===== config.mk =====
export PLATFORM = sky130hd
export DESIGN_NAME = pwm_drive_sequencer_flat
export DESIGN_NICKNAME = d
export VERILOG_FILES = /design/src/rtl/pwm_drive_sequencer_if.sv /design/src/rtl/pwm_drive_sequencer.sv /design/src/flat_wrapper.sv
export SDC_FILE = /design/constraint.sdc
export NUM_CORES = 1
export LEC_CHECK = 0
export ABC_AREA = 0
export ABC_CLOCK_PERIOD_IN_PS = 13100
export BUFFER_PORTS_ARGS = -buffer_cell sky130_fd_sc_hd__buf_2
export CAP_MARGIN = 10
export CORE_UTILIZATION = 40
export DETAILED_ROUTE_END_ITERATION = 8
export GPL_ROUTABILITY_DRIVEN = 0
export GPL_TIMING_DRIVEN = 0
export SETUP_SLACK_MARGIN = 0.05
export SLEW_MARGIN = 10
export SYNTH_ARGS = -nofsm -noshare
export SYNTH_HDL_FRONTEND = slang
export SYNTH_SLANG_ARGS = --single-unit

===== constraint.sdc =====
create_clock -name clk -period 13.1 [get_ports clk]
set_clock_uncertainty 0.15 [all_clocks]
set_input_delay 0.655 -clock clk [delete_from_list [all_inputs] [get_ports clk]]
set_output_delay 0.655 -clock clk [all_outputs]
set_load 0.01 [all_outputs]

===== src/rtl/pwm_drive_sequencer_if.sv =====
// Command handshake between a motion controller and the drive sequencer.
// The controller offers a signed command; the sequencer accepts it when both valid and ready are high.
interface pwm_drive_sequencer_if;
  logic               cmd_valid;
  logic signed [15:0] cmd;
  logic               cmd_ready;

  modport master (output cmd_valid, output cmd, input cmd_ready);
  modport slave  (input cmd_valid, input cmd, output cmd_ready);
endinterface


===== src/rtl/pwm_drive_sequencer.sv =====
// Slew-limited, dead-time-protected drive command sequencer for a bidirectional PWM stage.
// Ramps drive_cmd toward a clamped target, passes through zero on reversals, and latches power-stage faults.
module pwm_drive_sequencer #(
  parameter int MAX_MAG      = 4000,
  parameter int RAMP_STEP    = 40,
  parameter int RAMP_DIV     = 100,
  parameter int DEADTIME_CYC = 10000
) (
  input  logic                   clk,
  input  logic                   reset,
  input  logic                   enable,
  pwm_drive_sequencer_if.slave   cmd_bus,
  input  logic                   fault_in,
  input  logic                   fault_clr,
  output logic signed [15:0]     drive_cmd,
  output logic [1:0]             state,
  output logic                   at_target
);

  typedef enum logic [1:0] {
    ST_IDLE  = 2'd0,
    ST_RUN   = 2'd1,
    ST_DWELL = 2'd2,
    ST_FAULT = 2'd3
  } state_t;

  typedef enum logic [1:0] {
    DIR_NONE = 2'd0,
    DIR_POS  = 2'd1,
    DIR_NEG  = 2'd2
  } dir_t;

  localparam logic signed [16:0] MAG_POS    = 17'(MAX_MAG);
  localparam logic signed [16:0] MAG_NEG    = -17'(MAX_MAG);
  localparam logic signed [16:0] STEP_S     = 17'(RAMP_STEP);
  localparam logic [15:0]        TICK_LAST  = 16'(RAMP_DIV - 1);
  localparam logic [19:0]        DWELL_LOAD = 20'(DEADTIME_CYC);

  state_t             state_reg, state_next;
  dir_t               last_dir_reg, last_dir_next;
  logic signed [15:0] drive_reg, drive_next;
  logic signed [15:0] target_reg, target_next;
  logic [15:0]        tick_reg, tick_next;
  logic [19:0]        dwell_reg, dwell_next;
  logic               cmd_ready_reg, cmd_ready_next;
  logic               at_target_reg, at_target_next;

  logic               accept;
  logic               tick;
  logic signed [16:0] cmd_ext;
  logic signed [15:0] cmd_clamped;
  logic signed [15:0] eff_target;
  logic signed [15:0] eff_target_next;
  logic               eff_pos, eff_neg;
  logic               drv_pos, drv_neg;
  logic signed [15:0] waypoint;
  logic signed [16:0] drv_ext;
  logic signed [16:0] diff;
  logic signed [16:0] abs_diff;
  logic signed [16:0] step;
  logic signed [15:0] ramped;
  logic               reversal;

  assign accept  = cmd_bus.cmd_valid & cmd_ready_reg;
  assign tick    = (tick_reg == TICK_LAST);
  assign cmd_ext = {cmd_bus.cmd[15], cmd_bus.cmd};

  always_comb begin
    if (cmd_ext > MAG_POS)
      cmd_clamped = 16'(MAG_POS);
    else if (cmd_ext < MAG_NEG)
      cmd_clamped = 16'(MAG_NEG);
    else
      cmd_clamped = cmd_bus.cmd;
  end

  assign eff_target = enable ? target_reg : 16'sd0;
  assign eff_pos    = !eff_target[15] && (eff_target != 16'sd0);
  assign eff_neg    = eff_target[15];
  assign drv_pos    = !drive_reg[15] && (drive_reg != 16'sd0);
  assign drv_neg    = drive_reg[15];

  // An opposing target must first bring the drive back to zero before a dwell can start.
  assign waypoint = ((drv_pos && eff_neg) || (drv_neg && eff_pos)) ? 16'sd0 : eff_target;

  assign drv_ext  = {drive_reg[15], drive_reg};
  assign diff     = {waypoint[15], waypoint} - drv_ext;
  assign abs_diff = diff[16] ? -diff : diff;
  assign step     = (abs_diff > STEP_S) ? STEP_S : abs_diff;
  assign ramped   = 16'(diff[16] ? (drv_ext - step) : (drv_ext + step));

  assign reversal = ((last_dir_reg == DIR_POS) && eff_neg) ||
                    ((last_dir_reg == DIR_NEG) && eff_pos);

  always_comb begin
    state_next    = state_reg;
    drive_next    = drive_reg;
    target_next   = accept ? cmd_clamped : target_reg;
    last_dir_next = last_dir_reg;
    tick_next     = tick ? 16'd0 : 16'(tick_reg + 16'd1);
    dwell_next    = dwell_reg;

    if (drv_pos)
      last_dir_next = DIR_POS;
    else if (drv_neg)
      last_dir_next = DIR_NEG;

    if (fault_in) begin
      state_next = ST_FAULT;
      drive_next = 16'sd0;
      tick_next  = 16'd0;
      dwell_next = 20'd0;
    end else begin
      case (state_reg)
        ST_IDLE: begin
          if (eff_target != 16'sd0)
            state_next = ST_RUN;
        end
        ST_RUN: begin
          if (drive_reg == 16'sd0 && eff_target == 16'sd0) begin
            state_next    = ST_IDLE;
            last_dir_next = DIR_NONE;
          end else if (drive_reg == 16'sd0 && reversal) begin
            state_next = ST_DWELL;
            dwell_next = DWELL_LOAD;
          end else if (tick) begin
            drive_next = ramped;
          end
        end
        ST_DWELL: begin
          drive_next = 16'sd0;
          // Dwell runs to completion regardless of what the target does meanwhile.
          if (dwell_reg <= 20'd1) begin
            state_next    = (eff_target == 16'sd0) ? ST_IDLE : ST_RUN;
            last_dir_next = DIR_NONE;
            dwell_next    = 20'd0;
          end else begin
            dwell_next = dwell_reg - 20'd1;
          end
        end
        default: begin
          tick_next = 16'd0;
          if (fault_clr) begin
            state_next    = ST_IDLE;
            target_next   = 16'sd0;
            last_dir_next = DIR_NONE;
          end
        end
      endcase
    end

    eff_target_next = enable ? target_next : 16'sd0;
    at_target_next  = (drive_next == eff_target_next) && (state_next != ST_DWELL);
    cmd_ready_next  = (state_next != ST_FAULT);
  end

  always_ff @(posedge clk or posedge reset) begin
    if (reset) begin
      state_reg     <= ST_IDLE;
      drive_reg     <= 16'sd0;
      target_reg    <= 16'sd0;
      last_dir_reg  <= DIR_NONE;
      tick_reg      <= 16'd0;
      dwell_reg     <= 20'd0;
      cmd_ready_reg <= 1'b1;
      at_target_reg <= 1'b1;
    end else begin
      state_reg     <= state_next;
      drive_reg     <= drive_next;
      target_reg    <= target_next;
      last_dir_reg  <= last_dir_next;
      tick_reg      <= tick_next;
      dwell_reg     <= dwell_next;
      cmd_ready_reg <= cmd_ready_next;
      at_target_reg <= at_target_next;
    end
  end

  assign cmd_bus.cmd_ready = cmd_ready_reg;
  assign drive_cmd         = drive_reg;
  assign state             = state_reg;
  assign at_target         = at_target_reg;

endmodule

===== src/flat_wrapper.sv =====
// flat-port wrapper written by rule: the top's interface ports become plain ports
module pwm_drive_sequencer_flat 
#(
  parameter int MAX_MAG      = 4000,
  parameter int RAMP_STEP    = 40,
  parameter int RAMP_DIV     = 100,
  parameter int DEADTIME_CYC = 10000
)
  (clk, reset, enable, fault_in, fault_clr, drive_cmd, state, at_target, cmd_bus_cmd_valid, cmd_bus_cmd, cmd_bus_cmd_ready);
  pwm_drive_sequencer_if cmd_bus_i ();
  input  logic clk;
  input  logic reset;
  input  logic enable;
  input  logic fault_in;
  input  logic fault_clr;
  output logic signed [15:0] drive_cmd;
  output logic [1:0] state;
  output logic at_target;
  input wire logic [$bits(cmd_bus_i.cmd_valid)-1:0] cmd_bus_cmd_valid;
  input wire logic [$bits(cmd_bus_i.cmd)-1:0] cmd_bus_cmd;
  output wire logic [$bits(cmd_bus_i.cmd_ready)-1:0] cmd_bus_cmd_ready;
  assign cmd_bus_i.cmd_valid = cmd_bus_cmd_valid;
  assign cmd_bus_i.cmd = cmd_bus_cmd;
  assign cmd_bus_cmd_ready = cmd_bus_i.cmd_ready;
  pwm_drive_sequencer #(.MAX_MAG(MAX_MAG), .RAMP_STEP(RAMP_STEP), .RAMP_DIV(RAMP_DIV), .DEADTIME_CYC(DEADTIME_CYC)) u_core (.clk(clk), .reset(reset), .enable(enable), .cmd_bus(cmd_bus_i), .fault_in(fault_in), .fault_clr(fault_clr), .drive_cmd(drive_cmd), .state(state), .at_target(at_target));
endmodule

==> impl_table.tex <==
\begin{tabular}{lr}
\hline
Metric & Value \\
\hline
\multicolumn{2}{l}{\textbf{STA}} \\
\quad Final TNS setup & 0 ns \\
\quad Actual slew at the worst max-slew pin & 0.827 ns \\
\quad Setup violators final & 0 \\
\quad Setup ws final & a little over 2 ns \\
\quad Highest clock frequency the design can meet & around 90 MHz \\
\quad Worst hold-check slack & around 0.17 ns \\
\quad Setup repair after global routing missed its margin & false \\
\quad Final worst-path cycle share & 0.844 \\
\quad Relative slew slack & 0.442 \\
\quad Count of final hold-check violations & 0 \\
\quad Number of pins exceeding their max-slew limit in the final report & 0 \\
\quad Final worst path period need & 11.05 ns \\
\multicolumn{2}{l}{\textbf{Pwr}} \\
\quad Highest ir drop seen on vdd & 0.0878 mV \\
\quad Pwr Density & 167 nW/um2 \\
\quad Static Leakage & 3.31 nW \\
\multicolumn{2}{l}{\textbf{Synthesis}} \\
\quad Biggest area contributors in the synthesized netlist & sky130\_fd\_sc\_hd\_\_dfrtp\_1 (26\%), sky130\_fd\_sc\_hd\_\_ha\_1 (7.6\%), sky130\_fd\_sc\_hd\_\_nand2\_1 (5.5\%) \\
\quad Async set-reset flop share out of synthesis & 1.00 \\
\quad Total of flip-flops plus latches after synthesis & 74 \\
\quad Cells after Synth & approximately 890 \\
\quad Count of unique library cells instantiated by Yosys & 83 \\
\quad Synthesized area per cell & 7.76 um2 \\
\quad Yosys warnings & 0 \\
\quad Seq/Total Area, Yosys & 0.268 \\
\quad Top cell types by occurrence after synthesis & sky130\_fd\_sc\_hd\_\_nand2\_1 (102), sky130\_fd\_sc\_hd\_\_nor2\_1 (83), sky130\_fd\_sc\_hd\_\_o21ai\_0 (74), sky130\_fd\_sc\_hd\_\_dfrtp\_1 (72), sky130\_fd\_sc\_hd\_\_a21oi\_1 (60) \\
\quad Portion of synthesized cell area occupied by the leading cell type & 0.260 \\
\quad Cell accounting for the most synthesized area & sky130\_fd\_sc\_hd\_\_dfrtp\_1 \\
\quad Number of flops mapped to enable cells by yosys & 0 \\
\quad Leading cell type by number of instances after synthesis & sky130\_fd\_sc\_hd\_\_nand2\_1 \\
\quad Syn\_nets & 958 \\
\quad Top FF cell, synth & sky130\_fd\_sc\_hd\_\_dfrtp\_1 \\
\quad Synthesized cell area & 6920 um2 \\
\multicolumn{2}{l}{\textbf{Setup path}} \\
\quad Type of element capturing the critical path & flop \\
\quad Required time of the worst setup path & around 13 ns \\
\quad Most frequent cell on the critical path & sky130\_fd\_sc\_hd\_\_o21ai\_0 \\
\quad Arrival time at the worst endpoint & about 11 ns \\
\quad Slowest cell on the critical path & sky130\_fd\_sc\_hd\_\_or4b\_4 \\
\quad Critical path class & reg2reg \\
\quad Max Fanout on Critical Path & 10 \\
\quad CP peak stage delay & 0.56 ns \\
\quad Critical path launch point type & flop \\
\multicolumn{2}{l}{\textbf{Clocking}} \\
\quad Setup Fix Bufs, Post-CTS & 0 \\
\quad Clock-pin slew on the worst setup and hold paths & 0.06 ns \\
\quad Clock Path Buffers & 2 \\
\quad CTS sink count & 74 \\
\quad CTS buffer count & 9 \\
\quad Count of hold-fix buffers inserted at cts & 0 \\
\quad Worst-Skew Late Latency & 0.34 ns \\
\quad Clock tree root buffer cell & sky130\_fd\_sc\_hd\_\_clkbuf\_16 \\
\quad Number of levels the H-tree was split into & 3 \\
\quad CTS tree & built \\
\quad Number of gates given a new drive strength after cts & 0 \\
\multicolumn{2}{l}{\textbf{Floorplanning}} \\
\quad Die area & 17800 um2 \\
\quad Starting density of the core & 0.413 \\
\quad Die X & $\sim$130 um \\
\quad Core box area & between 15000 and 20000 um2 \\
\quad Height of the die & around 130 um \\
\quad Num ports & 42 \\
\quad Core Rows & 47 \\
\multicolumn{2}{l}{\textbf{Place}} \\
\quad I/O Buffers & 41 \\
\quad Setup slack at placement & between 2 and 2.5 ns \\
\quad Post-detail-place hpwl & 15900 um \\
\quad Placed standard-cell area & 7420 um2 \\
\multicolumn{2}{l}{\textbf{Route}} \\
\quad Total number of vias & 6873 \\
\quad Count of antenna-violating nets left after detailed routing & 0 \\
\quad Remaining routing DRC violations & 0 \\
\quad Vias per Instance & about 5.9 \\
\quad Number of DRC markers in iteration 0 & 490 \\
\quad Total wire length & around 20000 um \\
\quad Routed wire per std cell & 17.2 um \\
\quad First drt pass iteration count & 5 \\
\multicolumn{2}{l}{\textbf{Min path}} \\
\quad Hold Path Class & in2async \\
\multicolumn{2}{l}{\textbf{Global routing}} \\
\quad Number of antenna violations at the first check in global routing & 0 \\
\quad Maximum number of pins on one net before global-route repair & 44 \\
\quad Total track usage & 0.233 \\
\quad Number of global-route vias before repair & 6373 \\
\quad Wire length of the first global-routing pass & 33400 um \\
\quad Global route overflow & 0 \\
\multicolumn{2}{l}{\textbf{Final layout}} \\
\quad Final cell area excluding filler cells & 7750 um2 \\
\quad Share of post-route cells with drive strength above 1 & 0.101 \\
\quad Final net count & 1011 \\
\quad Fill count & between 1500 and 2000 \\
\quad Fraction of the core area covered by cells at the end of the flow & 0.462 \\
\quad N\_diodes & 0 \\
\quad Largest register FFs & 20 \\
\quad Synth-to-Final Area Change & 12.0\% \\
\multicolumn{2}{l}{\textbf{Run status}} \\
\quad Run status & completed \\
\multicolumn{2}{l}{\textbf{Run}} \\
\quad Number of max-cap violations & 0 \\
\hline
\end{tabular}
## power by group
part           switching, W  internal [W]  leakage [nW]
Sequential        0.0000317      0.000263         0.985
Clock             0.0000998      0.000168         0.149
Combinational      0.000464      0.000269          2.18
## cells by family after synthesis
kind of cell	count (synthesis)	synth area share
AO/OA/AOI/OAI	269	0.261
XOR/XNOR	46	0.0582
multiplexers	6	0.00904
AND/OR/NAND/NOR	373	0.276
buffers and inverters	80	0.0454
adder cells (fa/ha/maj)	44	0.0817
flip-flops	74	0.268
## final cells by class
class                      count  area, um2  area share
sequential                    74       1850       0.239
inverter                      45        171      0.0221
clock buffer                   9        225      0.0291
multi-input combinational    738       4750       0.613
tap                          220        275      0.0355
buffer                        35        145      0.0187
clock inverter                 7        100      0.0129
timing repair buffer          42        225      0.0291
## worst max-delay path, delay by kind of cell (launching register included)
family | cells | cell delay (ns)
adders and majority gates | 4 | 1.15
buffers and inverters | 3 | 0.87
and+or+nand+nor | 14 | 4.11
xor gates and xnor gates | 2 | 0.36
DFF | 1 | 0.47
AOI/OAI and AO/OA | 17 | 3.85
## metrics by stage
step,instances,power (W)
2_1_floorplan,892,0.000846
3_3_place_gp,1153,0.00101
3_5_place_dp,1154,0.00102
4_1_cts,1170,0.00129
5_1_grt,1170,0.00140
6_report,1170,0.00129
## final timing paths
kind,start,end,slack [ns],depth (start not counted)
max in group asynchronous,reset,u_core.at_target,12.00,3
max reg2reg,u_core.drive_cmd[1],u_core.at_target,2.05,40
min,reset,u_core.state[0],0.17,2
min in group clk,u_core.dwell_reg[18],u_core.dwell_reg[18],0.33,2
min reg2reg,u_core.dwell_reg[18],u_core.dwell_reg[18],0.33,2
max,u_core.drive_cmd[1],u_core.at_target,2.05,40
## cells in the final DEF, fill, tap and decap left out, types with 12 or more instances in the layout
master	count
sky130_fd_sc_hd__nand2_1	102
sky130_fd_sc_hd__nor2_1	83
sky130_fd_sc_hd__o21ai_0	74
sky130_fd_sc_hd__dfrtp_1	72
sky130_fd_sc_hd__a21oi_1	60
sky130_fd_sc_hd__buf_2	46
sky130_fd_sc_hd__inv_1	44
sky130_fd_sc_hd__ha_1	42
sky130_fd_sc_hd__xnor2_1	28
sky130_fd_sc_hd__clkbuf_1	26
sky130_fd_sc_hd__nand3_1	25
sky130_fd_sc_hd__and2_1	22
sky130_fd_sc_hd__nor3_1	21
sky130_fd_sc_hd__xor2_1	18
sky130_fd_sc_hd__nor4_1	15
sky130_fd_sc_hd__or2_2	13
sky130_fd_sc_hd__o31ai_1	13
sky130_fd_sc_hd__or4_1	12
sky130_fd_sc_hd__nand2b_1	12
sky130_fd_sc_hd__nand4_1	12
sky130_fd_sc_hd__or3_1	12
## per-layer routing
metal,up-vias,GRT usage,wire (um),share of wire
met1,3303,0.338,10000,0.50
li1,3393,-,-,-
met2,160,0.367,9120,0.45
met4,0,0.0574,246,0.012
met3,17,0.0266,792,0.039
met5,-,0,0,0
No activity file was read; power rests on OpenSTA's default activity.
